**config.mk**
```make
export PLATFORM = sky130hd
export DESIGN_NAME = mdu_iterative_flat
export DESIGN_NICKNAME = d
export VERILOG_FILES = /design/src/rtl/mdu_iterative_if.sv /design/src/rtl/mdu_iterative.sv /design/src/flat_wrapper.sv
export SDC_FILE = /design/constraint.sdc
export NUM_CORES = 1
export LEC_CHECK = 0
export BUFFER_PORTS_ARGS = -buffer_cell sky130_fd_sc_hd__clkbuf_2
export CAP_MARGIN = 20
export CORE_UTILIZATION = 65
export CTS_CLUSTER_DIAMETER = 200
export CTS_CLUSTER_SIZE = 14
export DETAILED_ROUTE_END_ITERATION = 8
export GPL_ROUTABILITY_DRIVEN = 0
export MAX_ROUTING_LAYER = met4
export PLACE_DENSITY = 0.87
export SLEW_MARGIN = 20
export SYNTH_ARGS = -nofsm -noshare
export SYNTH_HDL_FRONTEND = slang
export SYNTH_SLANG_ARGS = --single-unit
```
**constraint.sdc**
```tcl
create_clock -name clk -period 6.21 [get_ports clk]
set_input_delay 0.9315 -clock clk [delete_from_list [all_inputs] [get_ports clk]]
set_output_delay 0.9315 -clock clk [all_outputs]
set_load 0.01 [all_outputs]
```
**src/rtl/mdu_iterative_if.sv**
```systemverilog
// EX-stage <-> multiply/divide unit bus: operation launch, MTHI/MTLO writes, status and HI/LO.
// The master is the issuing pipeline; the slave is the MDU that owns HI/LO.
interface mdu_iterative_if #(
  parameter int WIDTH = 32
);
  logic             start;
  logic [1:0]       op;
  logic [WIDTH-1:0] a;
  logic [WIDTH-1:0] b;
  logic             flush;
  logic             wr_hi;
  logic             wr_lo;
  logic [WIDTH-1:0] wr_data;
  logic             busy;
  logic             done;
  logic [WIDTH-1:0] hi;
  logic [WIDTH-1:0] lo;

  modport master (
    output start, op, a, b, flush, wr_hi, wr_lo, wr_data,
    input  busy, done, hi, lo
  );

  modport slave (
    input  start, op, a, b, flush, wr_hi, wr_lo, wr_data,
    output busy, done, hi, lo
  );
endinterface

```
**src/rtl/mdu_iterative.sv**
```systemverilog
// Iterative radix-2 multiply/divide unit owning HI/LO: shift-add multiply and restoring
// divide on operand magnitudes for WIDTH cycles, then a sign-fix cycle that writes HI/LO.
module mdu_iterative #(
  parameter int WIDTH = 32
) (
  input  logic           clk,
  input  logic           rst_n,
  mdu_iterative_if.slave bus
);

  localparam int CW = (WIDTH > 1) ? $clog2(WIDTH) : 1;
  localparam logic [CW-1:0] LAST = CW'(WIDTH - 1);

  localparam logic [1:0] S_IDLE = 2'd0;
  localparam logic [1:0] S_RUN  = 2'd1;
  localparam logic [1:0] S_FIX  = 2'd2;

  localparam logic [1:0] OP_MULT = 2'd0;
  localparam logic [1:0] OP_DIV  = 2'd2;

  logic [1:0]       state_reg;
  logic [CW-1:0]    count_reg;
  logic [1:0]       op_reg;
  logic             neg_a_reg;
  logic             neg_b_reg;
  logic [WIDTH-1:0] a_raw_reg;
  logic [WIDTH-1:0] m_reg;      // multiplicand (mul) or divisor (div) magnitude
  logic [WIDTH:0]   upper_reg;  // product high half / partial remainder
  logic [WIDTH-1:0] lower_reg;  // multiplier -> product low half / dividend -> quotient
  logic [WIDTH-1:0] hi_reg;
  logic [WIDTH-1:0] lo_reg;
  logic             done_reg;

  logic             signed_in;
  logic             neg_a_in;
  logic             neg_b_in;
  logic [WIDTH-1:0] mag_a;
  logic [WIDTH-1:0] mag_b;

  always_comb begin
    signed_in = ~bus.op[0];
    neg_a_in  = signed_in & bus.a[WIDTH-1];
    neg_b_in  = signed_in & bus.b[WIDTH-1];
    mag_a     = neg_a_in ? -bus.a : bus.a;
    mag_b     = neg_b_in ? -bus.b : bus.b;
  end

  logic [WIDTH:0] mul_sum;
  logic [WIDTH:0] div_shift;
  logic [WIDTH:0] div_diff;

  always_comb begin
    mul_sum   = {1'b0, upper_reg[WIDTH-1:0]} + (lower_reg[0] ? {1'b0, m_reg} : '0);
    div_shift = {upper_reg[WIDTH-1:0], lower_reg[WIDTH-1]};
    div_diff  = div_shift - {1'b0, m_reg};
  end

  logic [2*WIDTH-1:0] prod;
  logic [WIDTH-1:0]   quo;
  logic [WIDTH-1:0]   rem;
  logic [WIDTH-1:0]   fix_hi;
  logic [WIDTH-1:0]   fix_lo;

  // Most-negative / -1 needs no special case: the magnitude quotient negates onto itself.
  always_comb begin
    prod = {upper_reg[WIDTH-1:0], lower_reg};
    if (op_reg == OP_MULT && (neg_a_reg ^ neg_b_reg)) begin
      prod = -prod;
    end
    quo = lower_reg;
    rem = upper_reg[WIDTH-1:0];
    if (op_reg == OP_DIV) begin
      if (neg_a_reg ^ neg_b_reg) quo = -quo;
      if (neg_a_reg)             rem = -rem;
    end
    if (op_reg[1]) begin
      if (m_reg == '0) begin
        fix_hi = a_raw_reg;
        fix_lo = '1;
      end else begin
        fix_hi = rem;
        fix_lo = quo;
      end
    end else begin
      fix_hi = prod[2*WIDTH-1:WIDTH];
      fix_lo = prod[WIDTH-1:0];
    end
  end

  always_ff @(posedge clk or negedge rst_n) begin
    if (!rst_n) begin
      state_reg <= S_IDLE;
      count_reg <= '0;
      op_reg    <= '0;
      neg_a_reg <= 1'b0;
      neg_b_reg <= 1'b0;
      a_raw_reg <= '0;
      m_reg     <= '0;
      upper_reg <= '0;
      lower_reg <= '0;
      hi_reg    <= '0;
      lo_reg    <= '0;
      done_reg  <= 1'b0;
    end else begin
      done_reg <= 1'b0;
      case (state_reg)
        S_IDLE: begin
          if (bus.wr_hi) hi_reg <= bus.wr_data;
          if (bus.wr_lo) lo_reg <= bus.wr_data;
          if (bus.start && !bus.flush) begin
            state_reg <= S_RUN;
            count_reg <= '0;
            op_reg    <= bus.op;
            neg_a_reg <= neg_a_in;
            neg_b_reg <= neg_b_in;
            a_raw_reg <= bus.a;
            upper_reg <= '0;
            m_reg     <= bus.op[1] ? mag_b : mag_a;
            lower_reg <= bus.op[1] ? mag_a : mag_b;
          end
        end
        S_RUN: begin
          if (bus.flush) begin
            state_reg <= S_IDLE;
          end else begin
            if (op_reg[1]) begin
              // Restoring step: keep the difference only when it did not go negative.
              if (!div_diff[WIDTH]) begin
                upper_reg <= div_diff;
                lower_reg <= {lower_reg[WIDTH-2:0], 1'b1};
              end else begin
                upper_reg <= div_shift;
                lower_reg <= {lower_reg[WIDTH-2:0], 1'b0};
              end
            end else begin
              upper_reg <= {1'b0, mul_sum[WIDTH:1]};
              lower_reg <= {mul_sum[0], lower_reg[WIDTH-1:1]};
            end
            count_reg <= count_reg + CW'(1);
            if (count_reg == LAST) state_reg <= S_FIX;
          end
        end
        S_FIX: begin
          state_reg <= S_IDLE;
          if (!bus.flush) begin
            hi_reg   <= fix_hi;
            lo_reg   <= fix_lo;
            done_reg <= 1'b1;
          end
        end
        default: state_reg <= S_IDLE;
      endcase
    end
  end

  assign bus.busy = (state_reg != S_IDLE);
  assign bus.done = done_reg;
  assign bus.hi   = hi_reg;
  assign bus.lo   = lo_reg;

endmodule

```
**src/flat_wrapper.sv**
```systemverilog
// flat-port wrapper written by rule: the top's interface ports become plain ports
module mdu_iterative_flat 
#(
  parameter int WIDTH = 32
)
  (clk, rst_n, bus_start, bus_op, bus_a, bus_b, bus_flush, bus_wr_hi, bus_wr_lo, bus_wr_data, bus_busy, bus_done, bus_hi, bus_lo);
  mdu_iterative_if #(.WIDTH(WIDTH)) bus_i ();
  input  logic clk;
  input  logic rst_n;
  input wire logic [$bits(bus_i.start)-1:0] bus_start;
  input wire logic [$bits(bus_i.op)-1:0] bus_op;
  input wire logic [$bits(bus_i.a)-1:0] bus_a;
  input wire logic [$bits(bus_i.b)-1:0] bus_b;
  input wire logic [$bits(bus_i.flush)-1:0] bus_flush;
  input wire logic [$bits(bus_i.wr_hi)-1:0] bus_wr_hi;
  input wire logic [$bits(bus_i.wr_lo)-1:0] bus_wr_lo;
  input wire logic [$bits(bus_i.wr_data)-1:0] bus_wr_data;
  output wire logic [$bits(bus_i.busy)-1:0] bus_busy;
  output wire logic [$bits(bus_i.done)-1:0] bus_done;
  output wire logic [$bits(bus_i.hi)-1:0] bus_hi;
  output wire logic [$bits(bus_i.lo)-1:0] bus_lo;
  assign bus_i.start = bus_start;
  assign bus_i.op = bus_op;
  assign bus_i.a = bus_a;
  assign bus_i.b = bus_b;
  assign bus_i.flush = bus_flush;
  assign bus_i.wr_hi = bus_wr_hi;
  assign bus_i.wr_lo = bus_wr_lo;
  assign bus_i.wr_data = bus_wr_data;
  assign bus_busy = bus_i.busy;
  assign bus_done = bus_i.done;
  assign bus_hi = bus_i.hi;
  assign bus_lo = bus_i.lo;
  mdu_iterative #(.WIDTH(WIDTH)) u_core (.clk(clk), .rst_n(rst_n), .bus(bus_i));
endmodule
```
==> flow_summary.json <==
{
  "status": "finished clean",
  "fin_area_sq_mm": 0.0185,
  "io-pin-count": 170,
  "clkLatencyLatePin_ps": 510,
  "p_sw_mw": 3.86,
  "die_h_um": 164,
  "p_comb_frac": 0.562,
  "crit_slowest_cell": "inv_1",
  "synth_area_sq_mm": 0.0171,
  "grt_max_degree": 119,
  "yosys_register_bits": 204,
  "syn2layout_area_growth_pct": 8.08,
  "synthFlopType": "dfrtp_1",
  "numCtsBuffers": 18,
  "dp_slack_ps": 2100,
  "cts_hold_buf": 0,
  "cts_resized": 0,
  "grt_pass1_vias": 16100,
  "final_nets": 2461,
  "htree_levels": 1,
  "cp.arrival_ps": 4620,
  "worst_pin_slew_ps": 1060,
  "antenna_found_initial": 1,
  "startpoint_type": "flop",
  "r2r_end": "u_core.upper_reg[30]",
  "reg2reg_depth": 13,
  "critPathKind": "flop to flop",
  "place_hpwl_um": 43900,
  "vias": 18200,
  "skew_ps": 26.0,
  "final_hold_viol_count": 0,
  "synth.net_count": 2408,
  "port_buffers": 169,
  "synth_warnings": 0,
  "hold_ws_ps": 474,
  "row_count": 58,
  "cts_buffer_depth": 3,
  "grt_pass1_wl_um": 89400,
  "drv_slew": 0,
  "synth_cell_types": 92,
  "drt_iter0_drc": 2766,
  "cp-end-kind": "flop",
  "root_buffer": "clkbuf_16",
  "critPathMostFrequentCell": "o21ai_0",
  "drv_cap": 0,
  "clk_pin_slew_ps": 70,
  "power_density_mw_per_mm2": 421,
  "fin_cells": 2619,
  "swShare": 0.496,
  "relSlewSlack": 0.294,
  "drcViolationCount": 0,
  "syn_inst": 2232,
  "wl_per_cell_um": 22.5,
  "post_cts_buffers": 0,
  "place_inst": 2594,
  "layout-drive-gt1-share": 0.118,
  "pwr-share-seq": 0.303,
  "first_pass_iters": 7,
  "worst_path_largest_cell_delay_ps": 750,
  "hp-class": "flop to flop",
  "holdPathStages": 2,
  "finalSetupViolCount": 0,
  "rr_startpoint": "u_core.lower_reg[0]",
  "die_w_um": 164,
  "synth-edff-count": 0,
  "vias_per_cell": 6.93,
  "clockPowerShare": 0.135,
  "clock-sinks": 204,
  "fin_tns_setup_ps": 0,
  "crit_path_cell_trace": "inv_1 > nor2_1 > ha_1 > a21oi_1 > o21ai_0 > o211ai_1 > nand3_1 > o31ai_1 > o21ai_0 > a211oi_1 > xnor2_1 > a22oi_1 > o21ai_0",
  "grt_use_total": 0.444,
  "start_util": 0.671,
  "max_freq_ghz": 0.234,
  "worstHoldStart": "u_core.a_raw_reg[9]",
  "rrSetupSlack_ps": 1930,
  "tritoncts": "done",
  "internal_power_mw": 3.92,
  "drtAntennaViolNets": 0,
  "routed_wl_um": 58800,
  "p_leak_nw": 8.50,
  "die_area_sq_mm": 0.0269,
  "ir_worst_vdd_mv": 0.239,
  "hold_path_end": "u_core.a_raw_reg[9]",
  "ys_seq_area_frac": 0.299,
  "detailed_place.area_sq_mm": 0.0180,
  "grt_overflow": 0,
  "synthArstFlopShare": 1.00,
  "design.core.area_sq_mm": 0.0255,
  "fin_crit_sh": 0.689,
  "cp_max_fo": 32,
  "timing.final.ws_setup_ps": 1930,
  "layout_min_cycle_time_ps": 4280,
  "required_ps": 6560,
  "rsz0062_at_grt": "false",
  "post_synth.cell_area_avg_sq_um": 7.66
}
[cell usage in the layout (no fill, tap or decap), types with 22 or more instances in the layout]
cell type / instances
xor2_1: 89
a21oi_1: 225
ha_1: 70
nor3_1: 34
inv_1: 62
o211ai_1: 26
clkbuf_2: 167
nor2_1: 236
o22ai_1: 31
a31oi_1: 24
a21o_1: 37
nor4_1: 26
buf_4: 22
a211oi_1: 26
mux2i_1: 57
xnor2_1: 110
o21ai_0: 210
dfrtp_1: 203
nand2_1: 317
[cell type report]
class	count	area (sq um)
timing repair buffer	192	1050
clock inverter	1	8.76
antenna	3	7.51
sequential	204	5110
inverter	63	236
tap	330	413
fill	1994	7010
multi-input combinational	1806	11200
clock buffer	20	479
[power groups by stage]
stage               sequential, mW  combinational (mW)  clock, mW
floorplan                     1.93                3.34          0
global placement              2.29                4.04          0
detailed placement            2.31                4.17          0
CTS                           2.29                4.20       1.04
global route                  2.36                4.70       1.09
finish                        2.36                4.38       1.05
[cell families (layout without fill, tap and decap cells)]
group / count (synthesis) / count (layout) / share of synthesized area
buffers and inverters: 222 / 276 / 0.0505
XOR/XNOR: 199 / 199 / 0.102
AND/OR/NAND/NOR: 755 / 755 / 0.204
multiplexers: 64 / 64 / 0.0380
other: 0 / 3 / 0
flip-flops: 204 / 204 / 0.299
AO/OA/AOI/OAI: 716 / 716 / 0.253
adder cells (fa/ha/maj): 72 / 72 / 0.0536
[synth_stat cells, types with 16 or more instances]
| cell type | n | area [sq um] |
|---|---|---|
| nand2_1 | 317 | 1190 |
| nor2_1 | 237 | 890 |
| a21oi_1 | 227 | 1140 |
| o21ai_0 | 210 | 1050 |
| dfrtp_1 | 204 | 5100 |
| clkbuf_1 | 131 | 492 |
| xnor2_1 | 110 | 963 |
| xor2_1 | 89 | 780 |
| ha_1 | 70 | 876 |
| inv_1 | 62 | 233 |
| mux2i_1 | 57 | 571 |
| a21o_1 | 37 | 278 |
| nor3_1 | 34 | 170 |
| o22ai_1 | 31 | 194 |
| a211oi_1 | 26 | 195 |
| nor4_1 | 26 | 163 |
| o211ai_1 | 26 | 195 |
| a31oi_1 | 24 | 150 |
| o221ai_1 | 18 | 158 |
| o31ai_1 | 17 | 128 |
| buf_1 | 16 | 60.1 |
[worst max-delay path by stage]
stage	endpoint	cells past startpoint	start	slack (ps)
after floorplan	u_core.lower_reg[29]	9	bus_b[14]	3000
after global routing	u_core.upper_reg[30]	13	u_core.lower_reg[0]	1650
final	u_core.upper_reg[30]	13	u_core.lower_reg[0]	1930
after CTS	u_core.upper_reg[30]	13	u_core.lower_reg[0]	2090
after global placement	u_core.upper_reg[4]	14	u_core.lower_reg[31]	2250
after detailed placement	u_core.upper_reg[30]	13	u_core.lower_reg[0]	2100
[metal layers]
layer | wire length, um | track usage | vias up
li1 | - | - | 8031
met1 | 22100 | 0.592 | 8431
met2 | 24300 | 0.621 | 1445
met3 | 9220 | 0.128 | 244
met4 | 3180 | 0.197 | 0
met5 | 0 | - | -
[per-stage QoR]
| stage | utilization | power (mW) |
|---|---|---|
| global route | 0.725 | 8.15 |
| finish | 0.725 | 7.78 |
| detailed placement | 0.705 | 6.48 |
| floorplan | - | 5.26 |
| CTS | 0.724 | 7.53 |
| global placement | 0.704 | 6.33 |
[critical path: cells and delay by family, from the launching register on]
| kind | cells | cell delay (ps) |
|---|---|---|
| AOI/OAI and AO/OA | 8 | 2150 |
| xor gates and xnor gates | 1 | 100 |
| adders and majority gates | 1 | 380 |
| buffers and inverters | 1 | 750 |
| DFF | 1 | 460 |
| and+or+nand+nor | 2 | 280 |
No activity file was read; power rests on OpenSTA's default activity.
